### config.mk
export PLATFORM = sky130hd
export DESIGN_NAME = pipeline_ctrl
export DESIGN_NICKNAME = d
export VERILOG_FILES = /design/src/rtl/riscv_pkg.sv /design/src/rtl/hazard_scoreboard.sv /design/src/rtl/pipeline_ctrl.sv
export SDC_FILE = /design/constraint.sdc
export NUM_CORES = 1
export LEC_CHECK = 0
export ABC_AREA = 1
export ABC_CLOCK_PERIOD_IN_PS = 1510
export BUFFER_PORTS_ARGS = -buffer_cell sky130_fd_sc_hd__clkbuf_2
export CAP_MARGIN = 10
export CORE_ASPECT_RATIO = 2
export CORE_UTILIZATION = 47
export CTS_CLUSTER_SIZE = 30
export DETAILED_ROUTE_END_ITERATION = 12
export HOLD_SLACK_MARGIN = 0.05
export MAX_ROUTING_LAYER = met4
export PLACE_DENSITY_LB_ADDON = 0.2
export SLEW_MARGIN = 40
export SYNTH_ARGS = -nofsm -noshare
export SYNTH_HDL_FRONTEND = slang
export SYNTH_SLANG_ARGS = --single-unit
### constraint.sdc
create_clock -name clk -period 1.51 [get_ports clk]
set_clock_uncertainty 0.05 [all_clocks]
set_input_delay 0.302 -clock clk [delete_from_list [all_inputs] [get_ports clk]]
set_output_delay 0.302 -clock clk [all_outputs]
set_load 0.02 [all_outputs]
### src/rtl/riscv_pkg.sv
// riscv_pkg
// Shared definitions for the RV32I pipeline control slice: opcode constants,
// controller state and forwarding-select encodings, the hazard scoreboard
// entry layout, and small opcode-classification helpers.
package riscv_pkg;

  localparam logic [6:0] OPC_BUBBLE = 7'b0000000;
  localparam logic [6:0] OPC_LOAD   = 7'b0000011;
  localparam logic [6:0] OPC_STORE  = 7'b0100011;
  localparam logic [6:0] OPC_BRANCH = 7'b1100011;
  localparam logic [6:0] OPC_JAL    = 7'b1101111;
  localparam logic [6:0] OPC_JALR   = 7'b1100111;
  localparam logic [6:0] OPC_OP     = 7'b0110011;
  localparam logic [6:0] OPC_OP_IMM = 7'b0010011;
  localparam logic [6:0] OPC_LUI    = 7'b0110111;
  localparam logic [6:0] OPC_AUIPC  = 7'b0010111;

  typedef enum logic [1:0] {
    RUN      = 2'd0,
    FLUSH    = 2'd1,
    MEM_WAIT = 2'd2
  } ctrl_state_t;

  typedef enum logic [1:0] {
    FWD_RF    = 2'b00,
    FWD_EXMEM = 2'b01,
    FWD_MEMWB = 2'b10
  } fwd_sel_t;

  typedef struct packed {
    logic       valid;
    logic [4:0] rd;
    logic       wr;
    logic       is_load;
    logic       is_mem;
  } sb_entry_t;

  // A zero opcode is the bubble the decoder produces, so it never writes.
  function automatic logic op_writes_rd(input logic [6:0] op);
    return (op != OPC_BUBBLE) && (op != OPC_STORE) && (op != OPC_BRANCH);
  endfunction

  function automatic logic op_uses_rs1(input logic [6:0] op);
    return (op != OPC_LUI) && (op != OPC_AUIPC) && (op != OPC_JAL);
  endfunction

  function automatic logic op_uses_rs2(input logic [6:0] op);
    return (op == OPC_OP) || (op == OPC_STORE) || (op == OPC_BRANCH);
  endfunction

  // Invalid slots are kept all-zero so no stale flag can leak into a compare.
  function automatic sb_entry_t make_entry(input logic       valid,
                                           input logic [6:0] op,
                                           input logic [4:0] rd);
    sb_entry_t e;
    e = '0;
    if (valid) begin
      e.valid   = 1'b1;
      e.rd      = rd;
      e.wr      = op_writes_rd(op);
      e.is_load = (op == OPC_LOAD);
      e.is_mem  = (op == OPC_LOAD) || (op == OPC_STORE);
    end
    return e;
  endfunction

endpackage

### src/rtl/hazard_scoreboard.sv
// hazard_scoreboard
// Two-entry (EX, MEM) record of in-flight instructions plus the forwarding
// and load-use comparisons against the registers read by the ID instruction.
// Ports:
//   clk, rst          clock, asynchronous active-high reset
//   hold              freeze both entries
//   stall             ID instruction is being bubbled this cycle
//   id_valid, id_*    ID instruction fields
//   fwd_a, fwd_b      forwarding selects for EX operands A/B
//   load_use          EX holds a load whose rd is used by ID
//   mem_pending       MEM holds a valid load/store
module hazard_scoreboard
  import riscv_pkg::*;
(
  input  logic       clk,
  input  logic       rst,
  input  logic       hold,
  input  logic       stall,
  input  logic       id_valid,
  input  logic [6:0] id_opcode,
  input  logic [4:0] id_rs1,
  input  logic [4:0] id_rs2,
  input  logic [4:0] id_rd,
  output logic [1:0] fwd_a,
  output logic [1:0] fwd_b,
  output logic       load_use,
  output logic       mem_pending
);

  sb_entry_t ex_q;
  sb_entry_t mem_q;
  sb_entry_t id_entry;

  always_comb begin
    id_entry = make_entry(id_valid && !stall, id_opcode, id_rd);
  end

  always_ff @(posedge clk or posedge rst) begin
    if (rst) begin
      ex_q  <= '0;
      mem_q <= '0;
    end else if (!hold) begin
      mem_q <= ex_q;
      ex_q  <= id_entry;
    end
  end

  // A load result in EX is not available yet, so EX only forwards ALU results;
  // that case is covered by the load-use stall instead.
  function automatic fwd_sel_t fwd_for(input logic [4:0] rs,
                                       input sb_entry_t  ex,
                                       input sb_entry_t  mem);
    fwd_sel_t sel;
    sel = FWD_RF;
    if (rs != 5'd0) begin
      if (ex.valid && ex.wr && !ex.is_load && (ex.rd == rs)) begin
        sel = FWD_EXMEM;
      end else if (mem.valid && mem.wr && (mem.rd == rs)) begin
        sel = FWD_MEMWB;
      end
    end
    return sel;
  endfunction

  assign fwd_a = fwd_for(id_rs1, ex_q, mem_q);
  assign fwd_b = fwd_for(id_rs2, ex_q, mem_q);

  assign load_use = id_valid && ex_q.valid && ex_q.is_load && (ex_q.rd != 5'd0) &&
                    ((op_uses_rs1(id_opcode) && (ex_q.rd == id_rs1)) ||
                     (op_uses_rs2(id_opcode) && (ex_q.rd == id_rs2)));

  assign mem_pending = mem_q.valid && mem_q.is_mem;

endmodule

### src/rtl/pipeline_ctrl.sv
// pipeline_ctrl
// Hazard and sequencing controller for the 5-stage RV32I pipeline. Handles
// load-use stalls, taken-branch/jump squashing and data-memory wait states,
// and drives operand forwarding selects.
// Ports:
//   clk, rst          clock, asynchronous active-high reset
//   id_valid, id_*    ID instruction: valid, opcode, rs1, rs2, rd
//   ex_branch_taken   EX redirects the PC this cycle
//   dmem_ready        data memory completes the MEM access
//   stall             bubble the ID instruction
//   pc_en             PC update enable
//   if_flush          invalidate IF/ID
//   hold              freeze IF..MEM pipeline registers
//   fwd_a, fwd_b      EX operand sources (00 RF, 01 EX/MEM, 10 MEM/WB)
module pipeline_ctrl
  import riscv_pkg::*;
#(
  parameter int unsigned FLUSH_CYCLES = 2
) (
  input  logic       clk,
  input  logic       rst,
  input  logic       id_valid,
  input  logic [6:0] id_opcode,
  input  logic [4:0] id_rs1,
  input  logic [4:0] id_rs2,
  input  logic [4:0] id_rd,
  input  logic       ex_branch_taken,
  input  logic       dmem_ready,
  output logic       stall,
  output logic       pc_en,
  output logic       if_flush,
  output logic       hold,
  output logic [1:0] fwd_a,
  output logic [1:0] fwd_b
);

  localparam logic [2:0] FLUSH_LOAD = 3'(FLUSH_CYCLES - 1);

  ctrl_state_t state_q;
  ctrl_state_t state_d;
  logic [2:0]  cnt_q;
  logic [2:0]  cnt_d;
  logic        load_use;
  logic        mem_pending;
  logic        mem_wait;

  hazard_scoreboard u_scoreboard (
    .clk         (clk),
    .rst         (rst),
    .hold        (hold),
    .stall       (stall),
    .id_valid    (id_valid),
    .id_opcode   (id_opcode),
    .id_rs1      (id_rs1),
    .id_rs2      (id_rs2),
    .id_rd       (id_rd),
    .fwd_a       (fwd_a),
    .fwd_b       (fwd_b),
    .load_use    (load_use),
    .mem_pending (mem_pending)
  );

  assign mem_wait = mem_pending && !dmem_ready;

  always_ff @(posedge clk or posedge rst) begin
    if (rst) begin
      state_q <= RUN;
      cnt_q   <= 3'd0;
    end else begin
      state_q <= state_d;
      cnt_q   <= cnt_d;
    end
  end

  // MEM_WAIT behaves like RUN once memory answers, so both share one branch.
  // A memory wait inside FLUSH keeps the state and freezes the counter.
  always_comb begin
    state_d = state_q;
    cnt_d   = cnt_q;
    case (state_q)
      FLUSH: begin
        if (!mem_wait) begin
          if (cnt_q <= 3'd1) begin
            state_d = RUN;
            cnt_d   = 3'd0;
          end else begin
            cnt_d = cnt_q - 3'd1;
          end
        end
      end
      default: begin
        if (mem_wait) begin
          state_d = MEM_WAIT;
        end else if (ex_branch_taken && (FLUSH_CYCLES > 1)) begin
          state_d = FLUSH;
          cnt_d   = FLUSH_LOAD;
        end else begin
          state_d = RUN;
        end
      end
    endcase
  end

  // Reset is decoded combinationally so the outputs change without a clock.
  always_comb begin
    stall    = 1'b0;
    pc_en    = 1'b1;
    if_flush = 1'b0;
    hold     = 1'b0;
    if (rst) begin
      stall = 1'b1;
      pc_en = 1'b0;
    end else if (mem_wait) begin
      hold  = 1'b1;
      pc_en = 1'b0;
    end else if (state_q == FLUSH) begin
      stall = 1'b1;
    end else if (ex_branch_taken) begin
      stall    = 1'b1;
      if_flush = 1'b1;
    end else if (load_use) begin
      stall = 1'b1;
      pc_en = 1'b0;
    end
  end

endmodule

==> summary.txt <==
Finish
  • Nets: 304
  • Antenna cells: 0
  • Post-Layout Cell Count: between 300 and 400
  • Fill cells: 243
  • Layout area overhead: 47.1%
  • Layout cells sized above 1: 0.398

Synth
  • Synthesized area per cell: around 7.4 µm²
  • Main combinational cell family by area after synthesis: simple AND/OR/NAND/NOR gates
  • Post-synthesis xor/xnor area fraction: 0.0835
  • Synth Area in Compound Gates: 0.0887
  • Multiplexer share of the synthesized area: 0
  • Distinct cells, synth: 30
  • Sequential share of the synthesized area: 0.375
  • YS warnings: 0
  • Mapped Cells: between 150 and 200
  • Syn_nets: 228
  • Area leader, netlist: dfrtp_1
  • Synth area leaders: dfrtp_1 38%, nand2_1 12%, xor2_1 6.0%
  • Yosys reg bits: 22
  • Area of the mapped netlist: about 1500 µm²
  • Simple-Gate Fraction of Synth Area: 0.356
  • Adder-Cell Fraction of Synth Area: 0.0171
  • Synth top area share: 0.375

Setup path
  • Largest stage delay, worst path: between 0.4 and 0.5 ns
  • Critical path endpoint category: output port
  • Critical-path cell with the highest stage delay: dfrtp_2
  • Critical path startpoint category: flop
  • Worst path arrival time: about 1.6 ns
  • Setup crit start: u_scoreboard.ex_q[4]$_DFFE_PP0N_
  • Worst-path fanout max: 4
  • Crit path cell chain: xnor2_2 > nand2_1 > nor2_2 > nand3_2 > nand2_2 > nand2_4 > o21ai_2 > inv_1 > buf_2
  • Worst EP required: approximately 1.2 ns
  • Crit-path leading delay family: flip-flops
  • Worst r2r src: u_scoreboard.ex_q[4]$_DFFE_PP0N_
  • Buf+Inv Stages, Crit Path: 2
  • Setup Crit Path Kind: flop to output port

STA
  • Final Max Tran Viols: 0
  • Tmin final: around 2.0 ns
  • Final hold viol count: 0
  • RSZ-0062 raised after global routing: true
  • Final WS setup: -0.485 ns
  • Final period util: 1.32
  • # setup viols final: 16
  • Rel. slew slack: 0.767
  • Fmax: between 0.5 and 0.6 GHz
  • Worst-margin pin slew: around 0.35 ns
  • Total negative setup slack: -2.81 ns

Power
  • Pwr Total: between 1.5 and 2 mW
  • P_leak: approximately 1.2 nW
  • Peak supply drop: slightly above 1 mV
  • Cell area power density: between 800 and 900 nW/µm²

Global routing
  • Global-route wire length before repair: ~6500 µm
  • Total Routing Usage GR: 0.262
  • Number of global-route vias before repair: approximately 1,500
  • Largest net degree at the start of global routing: 23
  • Initial antenna violation count: 0
  • Grt ovf: 0

Floorplanning
  • Core ar.: slightly below 3000 µm²
  • FP Rows: 28
  • Initial Utilization: 0.493
  • Die area: 3360 µm²
  • Die H: between 80 and 90 µm
  • Die width: about 42 µm
  • I/O Pins: 35

Outcome
  • Status: finished, violations left
  • Failing checks: negative setup slack

Clock network
  • Htree depth: 1
  • Worst skew pair latency: ~0.26 ns
  • Clk root buf: clkbuf_8
  • Num Clock Sinks: 22
  • CTS Buffer Depth: 2
  • Total CTS buffers: 3
  • Clock transition at path regs: 0.08 ns
  • CTS tree: done
  • CTS Hold Bufs: 0

Job
  • Max cap viols: 0

Route
  • Vias: ~1,600
  • Vias per Instance: around 5.2
  • DR WL/cell: ~13 µm
  • 1st-pass router iterations: 4
  • Post-route antenna net violation count: 0
  • DRC Markers: 0
  • Final WL: just over 4000 µm
  • Starting DRC count in detailed routing: 34

Placement
  • PortBufs: 34
  • Placed cell count: just under 300
  • Post-detail-place hpwl: roughly 3200 µm
  • Placement Setup Slack: -0.292 ns
  • GP Congestion: 0.891

Hold path
  • Worst hold path type: primary input to asynchronous set/reset pin
logic make-up after synthesis:
| logic type | count (synthesis) |
|---|---|
| AOI/OAI and AO/OA | 21 |
| xor gates and xnor gates | 14 |
| adders and majority gates | 2 |
| buffers and inverters | 28 |
| DFF | 22 |
| and+or+nand+nor | 112 |
routing by layer:
metal	share of wire	track usage	vias up
met5	0	-	-
met4	0.015	0.0871	0
met3	0.015	0.0133	6
met2	0.62	0.547	31
met1	0.35	0.238	732
li1	-	-	798
repair_timing:
item                                    in CTS  in global routing
gates resized for setup                     20                 15
pin swaps                                    5                  6
endpoints found under the setup margin      17                 18
setup buffers                                3                  3
cell usage after synthesis, drive strengths merged:
cell     instances
a211oi           2
a21oi            4
a221oi           1
a2bb2oi          1
and2             1
and3             1
buf              2
dfrtp           22
ha               2
inv             26
nand2           50
nand3            9
nand3b           1
nand4            9
nor2            29
nor3             8
nor4             3
o21ai           11
o21bai           2
or2              1
xnor2            4
xor2            10
tightest hold or removal path, stage by stage:
cell,delay [ns]
clkbuf_2,0.16
inv_1,0.08
buf_4,0.29
state kept, by name (all words and copies together), names as in the netlist:
| register | count |
|---|---|
| u_scoreboard.ex_q | 9 |
| u_scoreboard.mem_q | 8 |
| cnt_q | 3 |
| state_q | 2 |
stage by stage:
step | area (µm²) | utilization | hold WS [ns]
detailed placement | 1930 | 0.648 | 0.381
global placement | 1930 | 0.648 | 0.383
finish | 2160 | 0.725 | 0.121
CTS | 2110 | 0.707 | 0.114
global route | 2160 | 0.725 | 0.156
floorplan | 1490 | - | 0.241
final cells by class:
cell class | instances | area [µm²] | area share
clock buffer | 3 | 41.3 | 0.0191
clock inverter | 1 | 30.0 | 0.0139
inverter | 26 | 97.6 | 0.0452
multi-input combinational | 149 | 890 | 0.412
sequential | 22 | 552 | 0.256
tap | 30 | 37.5 | 0.0174
timing repair buffer | 73 | 510 | 0.237
cell usage in the layout (no fill, tap or decap), drive strengths merged, types with 2 or more instances in the layout:
cell,Yosys,layout
xor2,10,10
buf,2,45
nand2,50,50
nor3,8,8
nor2,29,29
inv,26,26
o21bai,2,2
xnor2,4,4
dfrtp,22,22
ha,2,2
a211oi,2,2
nor4,3,3
nand3,9,9
nand4,9,9
a21oi,4,4
o21ai,11,11
clkbuf,0,31
path summary, 6_finish.rpt:
path | to | slack (ns) | cells after the start
min in group clk | u_scoreboard.ex_q[5]$_DFFE_PP0N_ | 0.22 | 3
max in group asynchronous | u_scoreboard.ex_q[4]$_DFFE_PP0N_ | 1.04 | 3
hold / removal | u_scoreboard.ex_q[5]$_DFFE_PP0N_ | 0.12 | 3
hold reg to reg | u_scoreboard.mem_q[0]$_DFFE_PP0N_ | 0.44 | 1
setup reg to reg | u_scoreboard.ex_q[0]$_DFFE_PP0N_ | -0.01 | 9
setup / recovery | pc_en | -0.48 | 9
where the power goes:
part | internal (mW) | total, mW | leakage (nW) | switching, mW
clock | 0.354 | 0.548 | 0.0357 | 0.195
sequential | 0.655 | 0.699 | 0.297 | 0.0444
combinational | 0.302 | 0.647 | 0.821 | 0.345
No activity file was read; power rests on OpenSTA's default activity.
